### src/rtl/ntt_pkg.sv
// Shared constants and the loader state encoding for the NTT front end.
//   NttN  : coefficients per polynomial
//   NttQ  : modulus q
//   NttDw : memory data width
//   NttAw : memory address width
package ntt_pkg;

   localparam int unsigned NttN  = 256;
   localparam int unsigned NttQ  = 8380417;
   localparam int unsigned NttDw = 24;
   localparam int unsigned NttAw = 16;

   typedef enum logic [2:0] {
      StIdle,
      StLoad,
      StFlush,
      StStart,
      StWait,
      StFin
   } loader_state_e;

endpackage

### src/rtl/coeff_mod_norm.sv
// Combinational reduction of a signed coefficient into [0,q).
// Ports:
//   coeff_i      signed two's-complement coefficient, valid range [-q, q]
//   norm_o       normalised value; MSB always 0
//   range_err_o  (LOADER_RANGE_CHECK_EN only) coefficient outside [-q, q]
// Optional feature macro: LOADER_RANGE_CHECK_EN
module coeff_mod_norm #(
   parameter int unsigned DW = 24,
   parameter int unsigned Q  = 8380417
) (
   input  logic [DW-1:0] coeff_i,
`ifdef LOADER_RANGE_CHECK_EN
   output logic          range_err_o,
`endif
   output logic [DW-1:0] norm_o
);

   logic signed [DW:0] d_ext;
   logic signed [DW:0] q_ext;
   logic signed [DW:0] sum;
   logic               unused_sum_msbs;

   assign d_ext = $signed({coeff_i[DW-1], coeff_i});
   assign q_ext = $signed((DW+1)'(Q));

   always_comb begin
      sum = d_ext;
      if (d_ext < 0) begin
         sum = d_ext + q_ext;
      end else if (d_ext >= q_ext) begin
         sum = d_ext - q_ext;
      end
   end

   // Out-of-range inputs still produce a value below 2^(DW-1).
   assign norm_o          = {1'b0, sum[DW-2:0]};
   assign unused_sum_msbs = ^sum[DW:DW-1];

`ifdef LOADER_RANGE_CHECK_EN
   assign range_err_o = (d_ext < -q_ext) || (d_ext > q_ext);
`endif

endmodule

### src/rtl/ntt_coeff_loader.sv
// Streams N signed coefficients into the NTT memory, then starts the NTT and waits for it.
// Ports:
//   clk, rst                  clock, asynchronous active-high reset
//   go                        one-cycle job request, honoured only when idle
//   in_valid/in_data/in_ready coefficient stream (transfer = in_valid & in_ready)
//   load_mem                  loader owns the memory port
//   A_load/D_load/WEB_load    registered memory write port (WEB_load active-low)
//   start_NTT                 one-cycle NTT start pulse
//   done_NTT                  NTT completion level, sampled only while waiting
//   busy                      high whenever not idle
//   done                      one-cycle job-complete pulse
//   err                       (LOADER_RANGE_CHECK_EN only) sticky out-of-range flag
// Optional feature macro: LOADER_RANGE_CHECK_EN
module ntt_coeff_loader
   import ntt_pkg::*;
#(
   parameter int unsigned N         = NttN,
   parameter int unsigned Q         = NttQ,
   parameter int unsigned AW        = NttAw,
   parameter int unsigned DW        = NttDw,
   parameter logic [AW-1:0] BASE_ADDR = '0
) (
   input  logic          clk,
   input  logic          rst,
   input  logic          go,
   input  logic          in_valid,
   input  logic [DW-1:0] in_data,
   output logic          in_ready,
   output logic          load_mem,
   output logic [AW-1:0] A_load,
   output logic [DW-1:0] D_load,
   output logic          WEB_load,
   output logic          start_NTT,
   input  logic          done_NTT,
   output logic          busy,
`ifdef LOADER_RANGE_CHECK_EN
   output logic          err,
`endif
   output logic          done
);

   localparam int unsigned CW = $clog2(N + 1);

   loader_state_e state_q, state_d;
   logic [CW-1:0] count_q, count_d;
   logic          web_q, web_d;
   logic [AW-1:0] addr_q, addr_d;
   logic [DW-1:0] data_q, data_d;
   logic [DW-1:0] norm_data;
   logic          xfer;

`ifdef LOADER_RANGE_CHECK_EN
   logic          err_q, err_d;
   logic          range_err;
`endif

   coeff_mod_norm #(
      .DW (DW),
      .Q  (Q)
   ) u_norm (
      .coeff_i     (in_data),
`ifdef LOADER_RANGE_CHECK_EN
      .range_err_o (range_err),
`endif
      .norm_o      (norm_data)
   );

   assign in_ready = (state_q == StLoad);
   assign xfer     = in_valid & in_ready;

   always_comb begin
      state_d = state_q;
      count_d = count_q;
      web_d   = 1'b1;
      addr_d  = addr_q;
      data_d  = data_q;
`ifdef LOADER_RANGE_CHECK_EN
      err_d   = err_q;
`endif
      unique case (state_q)
         StIdle: begin
            if (go) begin
               state_d = StLoad;
               count_d = '0;
`ifdef LOADER_RANGE_CHECK_EN
               err_d   = 1'b0;
`endif
            end
         end
         StLoad: begin
            if (xfer) begin
               web_d   = 1'b0;
               addr_d  = BASE_ADDR + AW'(count_q);
               data_d  = norm_data;
               count_d = count_q + 1'b1;
`ifdef LOADER_RANGE_CHECK_EN
               if (range_err) begin
                  err_d = 1'b1;
               end
`endif
               if (count_q == CW'(N - 1)) begin
                  state_d = StFlush;
               end
            end
         end
         // Last write is on the port this cycle; keep the memory one more cycle.
         StFlush: state_d = StStart;
         StStart: state_d = StWait;
         StWait: begin
            if (done_NTT) begin
               state_d = StFin;
            end
         end
         StFin:   state_d = StIdle;
         default: state_d = StIdle;
      endcase
   end

   always_ff @(posedge clk or posedge rst) begin
      if (rst) begin
         state_q <= StIdle;
         count_q <= '0;
         web_q   <= 1'b1;
         addr_q  <= '0;
         data_q  <= '0;
      end else begin
         state_q <= state_d;
         count_q <= count_d;
         web_q   <= web_d;
         addr_q  <= addr_d;
         data_q  <= data_d;
      end
   end

`ifdef LOADER_RANGE_CHECK_EN
   always_ff @(posedge clk or posedge rst) begin
      if (rst) begin
         err_q <= 1'b0;
      end else begin
         err_q <= err_d;
      end
   end

   assign err = err_q;
`endif

   assign load_mem  = (state_q == StLoad) || (state_q == StFlush);
   assign A_load    = addr_q;
   assign D_load    = data_q;
   assign WEB_load  = web_q;
   assign start_NTT = (state_q == StStart);
   assign busy      = (state_q != StIdle);
   assign done      = (state_q == StFin);

endmodule
### config.mk
export PLATFORM = sky130hd
export DESIGN_NAME = ntt_coeff_loader
export DESIGN_NICKNAME = d
export VERILOG_FILES = /design/src/rtl/ntt_pkg.sv /design/src/rtl/coeff_mod_norm.sv /design/src/rtl/ntt_coeff_loader.sv
export SDC_FILE = /design/constraint.sdc
export NUM_CORES = 1
export LEC_CHECK = 0
export CORE_UTILIZATION = 25
export DETAILED_ROUTE_END_ITERATION = 10
export GPL_ROUTABILITY_DRIVEN = 0
export GPL_TIMING_DRIVEN = 0
export HOLD_SLACK_MARGIN = 0.1
export RECOVER_POWER = 50
export SLEW_MARGIN = 20
export SYNTH_ARGS = -nofsm -noshare
export SYNTH_HDL_FRONTEND = slang
export SYNTH_SLANG_ARGS = --single-unit
### constraint.sdc
create_clock -name clk -period 2.1 [get_ports clk]
set_input_delay 0.42 -clock clk [delete_from_list [all_inputs] [get_ports clk]]
set_output_delay 0.42 -clock clk [all_outputs]
set_load 0.05 [all_outputs]
==> impl_results.html <==
<table>
<tr><th>Metric</th><th>Value</th></tr>
<tr><th colspan="2">Die</th></tr>
<tr><td>Die Outline Area</td><td>11,300 um^2</td></tr>
<tr><td>Die span in x</td><td>106 um</td></tr>
<tr><td>Area inside the core boundary</td><td>10,400 um^2</td></tr>
<tr><td>Floorplan die height</td><td>106 um</td></tr>
<tr><td>Core Rows</td><td>37</td></tr>
<tr><td>Number of primary I/O pins</td><td>75</td></tr>
<tr><td>Starting density of the core</td><td>between 20% and 30%</td></tr>
<tr><th colspan="2">Detailed routing</th></tr>
<tr><td>Number of search-and-repair iterations in the first detailed-routing pass</td><td>4</td></tr>
<tr><td>Detailed-route wire length per cell</td><td>13.2 um</td></tr>
<tr><td>Post-route DRC</td><td>0</td></tr>
<tr><td>Number of DRC markers in iteration 0</td><td>64</td></tr>
<tr><td>Post-Route WL</td><td>6790 um</td></tr>
<tr><td>Detailed-route via count</td><td>2,331</td></tr>
<tr><td>Post-DRT Antenna Nets</td><td>0</td></tr>
<tr><td>Vias per inst</td><td>~4.5</td></tr>
<tr><th colspan="2">GRT</th></tr>
<tr><td>Vias in the first global route</td><td>2,295</td></tr>
<tr><td>Overall track demand over capacity in global routing</td><td>12.6%</td></tr>
<tr><td>Wire length of the first global-routing pass</td><td>11,500 um</td></tr>
<tr><td>Maximum number of pins on one net before global-route repair</td><td>25</td></tr>
<tr><td>Antenna violations before repair</td><td>0</td></tr>
<tr><td>Overflow after GRT</td><td>0</td></tr>
<tr><th colspan="2">Timing</th></tr>
<tr><td>Setup repair after global routing missed its margin</td><td>true</td></tr>
<tr><td>Minimum period implied by the final worst setup slack</td><td>2.09 ns</td></tr>
<tr><td>Share of the cycle needed by the critical path after routing</td><td>between 90% and 100%</td></tr>
<tr><td>Headroom to the max-slew limit</td><td>35.9%</td></tr>
<tr><td>Total count of hold-check failures in the final report</td><td>0</td></tr>
<tr><td>Maximum operating frequency</td><td>478 MHz</td></tr>
<tr><td>Clock Skews</td><td>0.0157 ns</td></tr>
<tr><td>Final setup violation count</td><td>0</td></tr>
<tr><td>Number of max-slew violations in the final report</td><td>0</td></tr>
<tr><td>Actual transition at the worst max-transition pin</td><td>~0.96 ns</td></tr>
<tr><th colspan="2">Synth</th></tr>
<tr><td>Flip-flop and latch count after synthesis</td><td>45</td></tr>
<tr><td>Async set or reset register ratio after synthesis</td><td>100%</td></tr>
<tr><td>Post-Synthesis Mean Instance Area</td><td>9.21 um^2</td></tr>
<tr><td>Cell area after synthesis</td><td>2710 um^2</td></tr>
<tr><td>Sequential cell area fraction in the yosys report</td><td>41.6%</td></tr>
<tr><td>Most used flip-flop cell after synthesis</td><td>sky130_fd_sc_hd__dfrtp_1</td></tr>
<tr><td>EDFF count, synth</td><td>0</td></tr>
<tr><td>Cells after Synth</td><td>between 200 and 300</td></tr>
<tr><td>Distinct cell type count after synthesis</td><td>51</td></tr>
<tr><td>Yosys warning total</td><td>0</td></tr>
<tr><th colspan="2">Clock network</th></tr>
<tr><td>Total number of H-tree levels</td><td>2</td></tr>
<tr><td>Hold buffer count at CTS</td><td>0</td></tr>
<tr><td>Number of CTS-inserted buffers</td><td>5</td></tr>
<tr><td>Largest buffer count on any clock path</td><td>2</td></tr>
<tr><td>Skew-Pair Late Insertion Delay</td><td>0.30 ns</td></tr>
<tr><td>Clock sink count</td><td>45</td></tr>
<tr><td>Register clock-pin slew on the reported worst setup and hold paths</td><td>about 0.090 ns</td></tr>
<tr><td>Clock tree from TritonCTS</td><td>yes</td></tr>
<tr><td>Cell at the root of the clock tree</td><td>sky130_fd_sc_hd__clkbuf_8</td></tr>
<tr><th colspan="2">Cells and area</th></tr>
<tr><td>Growth of design area from synthesis to finish</td><td>38.4%</td></tr>
<tr><td>Design area</td><td>3750 um^2</td></tr>
<tr><td>Number of nets in the layout</td><td>412</td></tr>
<tr><td>Ratio of cells with drive above 1 in the final layout</td><td>19.8%</td></tr>
<tr><td>Utilization of the core after routing</td><td>36.0%</td></tr>
<tr><td>Area of the multi-input gates</td><td>1510 um^2</td></tr>
<tr><td>Most frequent standard cell in the layout excluding fill and tap cells</td><td>sky130_fd_sc_hd__dfrtp_1</td></tr>
<tr><td>Most frequent cells in the layout</td><td>44 x sky130_fd_sc_hd__dfrtp_1, 40 x sky130_fd_sc_hd__nand2_1, 39 x sky130_fd_sc_hd__clkdlybuf4s50_1</td></tr>
<tr><td>Count of antenna diodes in the layout</td><td>0</td></tr>
<tr><td>Fill cell total of the finished layout</td><td>1,098</td></tr>
<tr><td>Footprint of the flip-flops and latches</td><td>1130 um^2</td></tr>
<tr><th colspan="2">Power</th></tr>
<tr><td>Worst vdd rail ir drop</td><td>0.352 mV</td></tr>
<tr><td>Power density over the cells</td><td>987 nW/um^2</td></tr>
<tr><td>Leakage Power</td><td>1.64 nW</td></tr>
<tr><th colspan="2">Setup path</th></tr>
<tr><td>Element type at the critical path end</td><td>flop</td></tr>
<tr><td>Worst path required time</td><td>2.27 ns</td></tr>
<tr><td>Type of the worst setup path</td><td>in -&gt; reg</td></tr>
<tr><td>Startpoint kind of the worst setup timing path</td><td>input pin</td></tr>
<tr><td>Cells on worst reg2reg path</td><td>6</td></tr>
<tr><td>Largest fanout on the critical path</td><td>10</td></tr>
<tr><td>Arr. time, crit path</td><td>around 2.3 ns</td></tr>
<tr><th colspan="2">Outcome</th></tr>
<tr><td>Status</td><td>finished, final reports clean</td></tr>
<tr><th colspan="2">Placed design</th></tr>
<tr><td>Number of buffers added on ports</td><td>64</td></tr>
<tr><td>Half-perimeter wire length of the detailed placement result</td><td>5230 um</td></tr>
<tr><td>Cell area after placement</td><td>3570 um^2</td></tr>
<tr><th colspan="2">Hold path</th></tr>
<tr><td>Hold-critical path depth</td><td>3</td></tr>
<tr><td>Class of the worst hold path</td><td>in -&gt; reg</td></tr>
<tr><th colspan="2">Job</th></tr>
<tr><td>Max capacitance violation total</td><td>0</td></tr>
</table>
repair_timing:
action | CTS | global route
buffers inserted | 3 | 3
endpoints found under the setup margin | 30 | 21
resized for setup | 34 | 21
pin swaps | 8 | 8
worst paths after layout:
path / from / end / slack [ns]
max in group asynchronous: rst / count_q[7]$_DFFE_PP0P_ / 0.23
worst min-delay path: in_data[3] / D_load[3]$_DFFE_PP0P_ / 0.44
worst max register to register: state_q[1]$_DFFE_PP0P_ / A_load[1]$_DFFE_PP0P_ / 0.22
min in group asynchronous: rst / D_load[11]$_DFFE_PP0P_ / 0.77
worst max-delay path: in_data[11] / D_load[20]$_DFFE_PP0P_ / 0.01
worst min register to register: D_load[3]$_DFFE_PP0P_ / D_load[3]$_DFFE_PP0P_ / 0.49
layer usage:
layer / up-vias / GRT usage, % / wire length [um]
met4: 0 / 3.87 / 69
met5: - / 0 / 0
met3: 4 / 2.27 / 229
met2: 46 / 21.4 / 3360
li1: 1174 / - / -
met1: 1107 / 16.3 / 3130
stage by stage:
stage	instances	setup slack [ns]	hold WS, ns	setup TNS, ns	total power [mW]
after floorplan	301	0.0134	0.484	0	2.42
after global placement	501	-0.812	0.466	-29.66	3.04
after detailed placement	502	-0.854	0.471	-16.58	3.07
after CTS	512	-0.0364	0.431	-0.0364	3.75
after global routing	515	-0.0702	0.454	-0.710	3.90
final	515	0.00979	0.438	0	3.70
synth_stat cells, types with 2 or more instances:
| master | number | area share [%] |
|---|---|---|
| sky130_fd_sc_hd__or4_4 | 3 | 1.2 |
| sky130_fd_sc_hd__nor2_1 | 26 | 3.6 |
| sky130_fd_sc_hd__nor3_1 | 7 | 1.3 |
| sky130_fd_sc_hd__buf_6 | 2 | 0.83 |
| sky130_fd_sc_hd__clkbuf_1 | 5 | 0.69 |
| sky130_fd_sc_hd__mux2_2 | 9 | 3.7 |
| sky130_fd_sc_hd__xor2_1 | 15 | 4.9 |
| sky130_fd_sc_hd__buf_4 | 8 | 2.2 |
| sky130_fd_sc_hd__nand3_1 | 3 | 0.55 |
| sky130_fd_sc_hd__nand4_1 | 8 | 1.8 |
| sky130_fd_sc_hd__nor4_1 | 5 | 1.2 |
| sky130_fd_sc_hd__dfrtp_1 | 44 | 41 |
| sky130_fd_sc_hd__o21ai_1 | 15 | 2.8 |
| sky130_fd_sc_hd__a21oi_1 | 10 | 1.8 |
| sky130_fd_sc_hd__a31oi_1 | 4 | 0.92 |
| sky130_fd_sc_hd__inv_1 | 12 | 1.7 |
| sky130_fd_sc_hd__a21oi_2 | 4 | 1.3 |
| sky130_fd_sc_hd__nand2b_1 | 4 | 0.92 |
| sky130_fd_sc_hd__xnor2_1 | 11 | 3.6 |
| sky130_fd_sc_hd__buf_1 | 2 | 0.28 |
| sky130_fd_sc_hd__ha_1 | 5 | 2.3 |
| sky130_fd_sc_hd__mux2i_1 | 4 | 1.5 |
| sky130_fd_sc_hd__and3_1 | 7 | 1.6 |
| sky130_fd_sc_hd__nand2_1 | 40 | 5.5 |
| sky130_fd_sc_hd__o22ai_1 | 4 | 0.92 |
| sky130_fd_sc_hd__nor4_4 | 2 | 1.6 |
| sky130_fd_sc_hd__o21ai_0 | 11 | 2.0 |
state kept, by name, summed over array words and instances, names as in the netlist:
register	count
WEB_load	1
state_q	3
D_load	23
A_load	9
count_q	9
where the power goes:
part	switching, mW	leakage [nW]	internal [mW]
clock	0.297	0.0585	0.388
combinational	1.18	1.01	0.580
sequential	0.156	0.567	1.10
critical path, stage by stage:
cell                            delay, ns
sky130_fd_sc_hd__dlygate4sd2_1       0.27
sky130_fd_sc_hd__or4_4               0.59
sky130_fd_sc_hd__nor4_4              0.27
sky130_fd_sc_hd__o21a_2              0.18
sky130_fd_sc_hd__buf_6               0.13
sky130_fd_sc_hd__o21bai_1            0.13
sky130_fd_sc_hd__xor2_1              0.19
sky130_fd_sc_hd__o21ai_1             0.08
kinds of logic after synthesis:
| logic type | after synthesis | synth area share [%] |
|---|---|---|
| compound gates | 57 | 12.8 |
| simple gates | 117 | 23.6 |
| fa+ha+maj | 5 | 2.31 |
| buf+inv | 30 | 5.87 |
| flops | 45 | 41.6 |
| mux | 13 | 5.22 |
| other cells | 1 | 0.138 |
| xor+xnor | 26 | 8.41 |
final cells by class:
| class | count | share of cell area, % |
|---|---|---|
| multi-input combinational | 226 | 40.3 |
| sequential | 45 | 30.1 |
| buffer | 17 | 2.94 |
| tap | 136 | 4.54 |
| inverter | 12 | 1.20 |
| clock inverter | 1 | 0.802 |
| timing repair buffer | 71 | 17.8 |
| clock buffer | 7 | 2.30 |
Note: power is estimated with default switching activity, not from simulation.
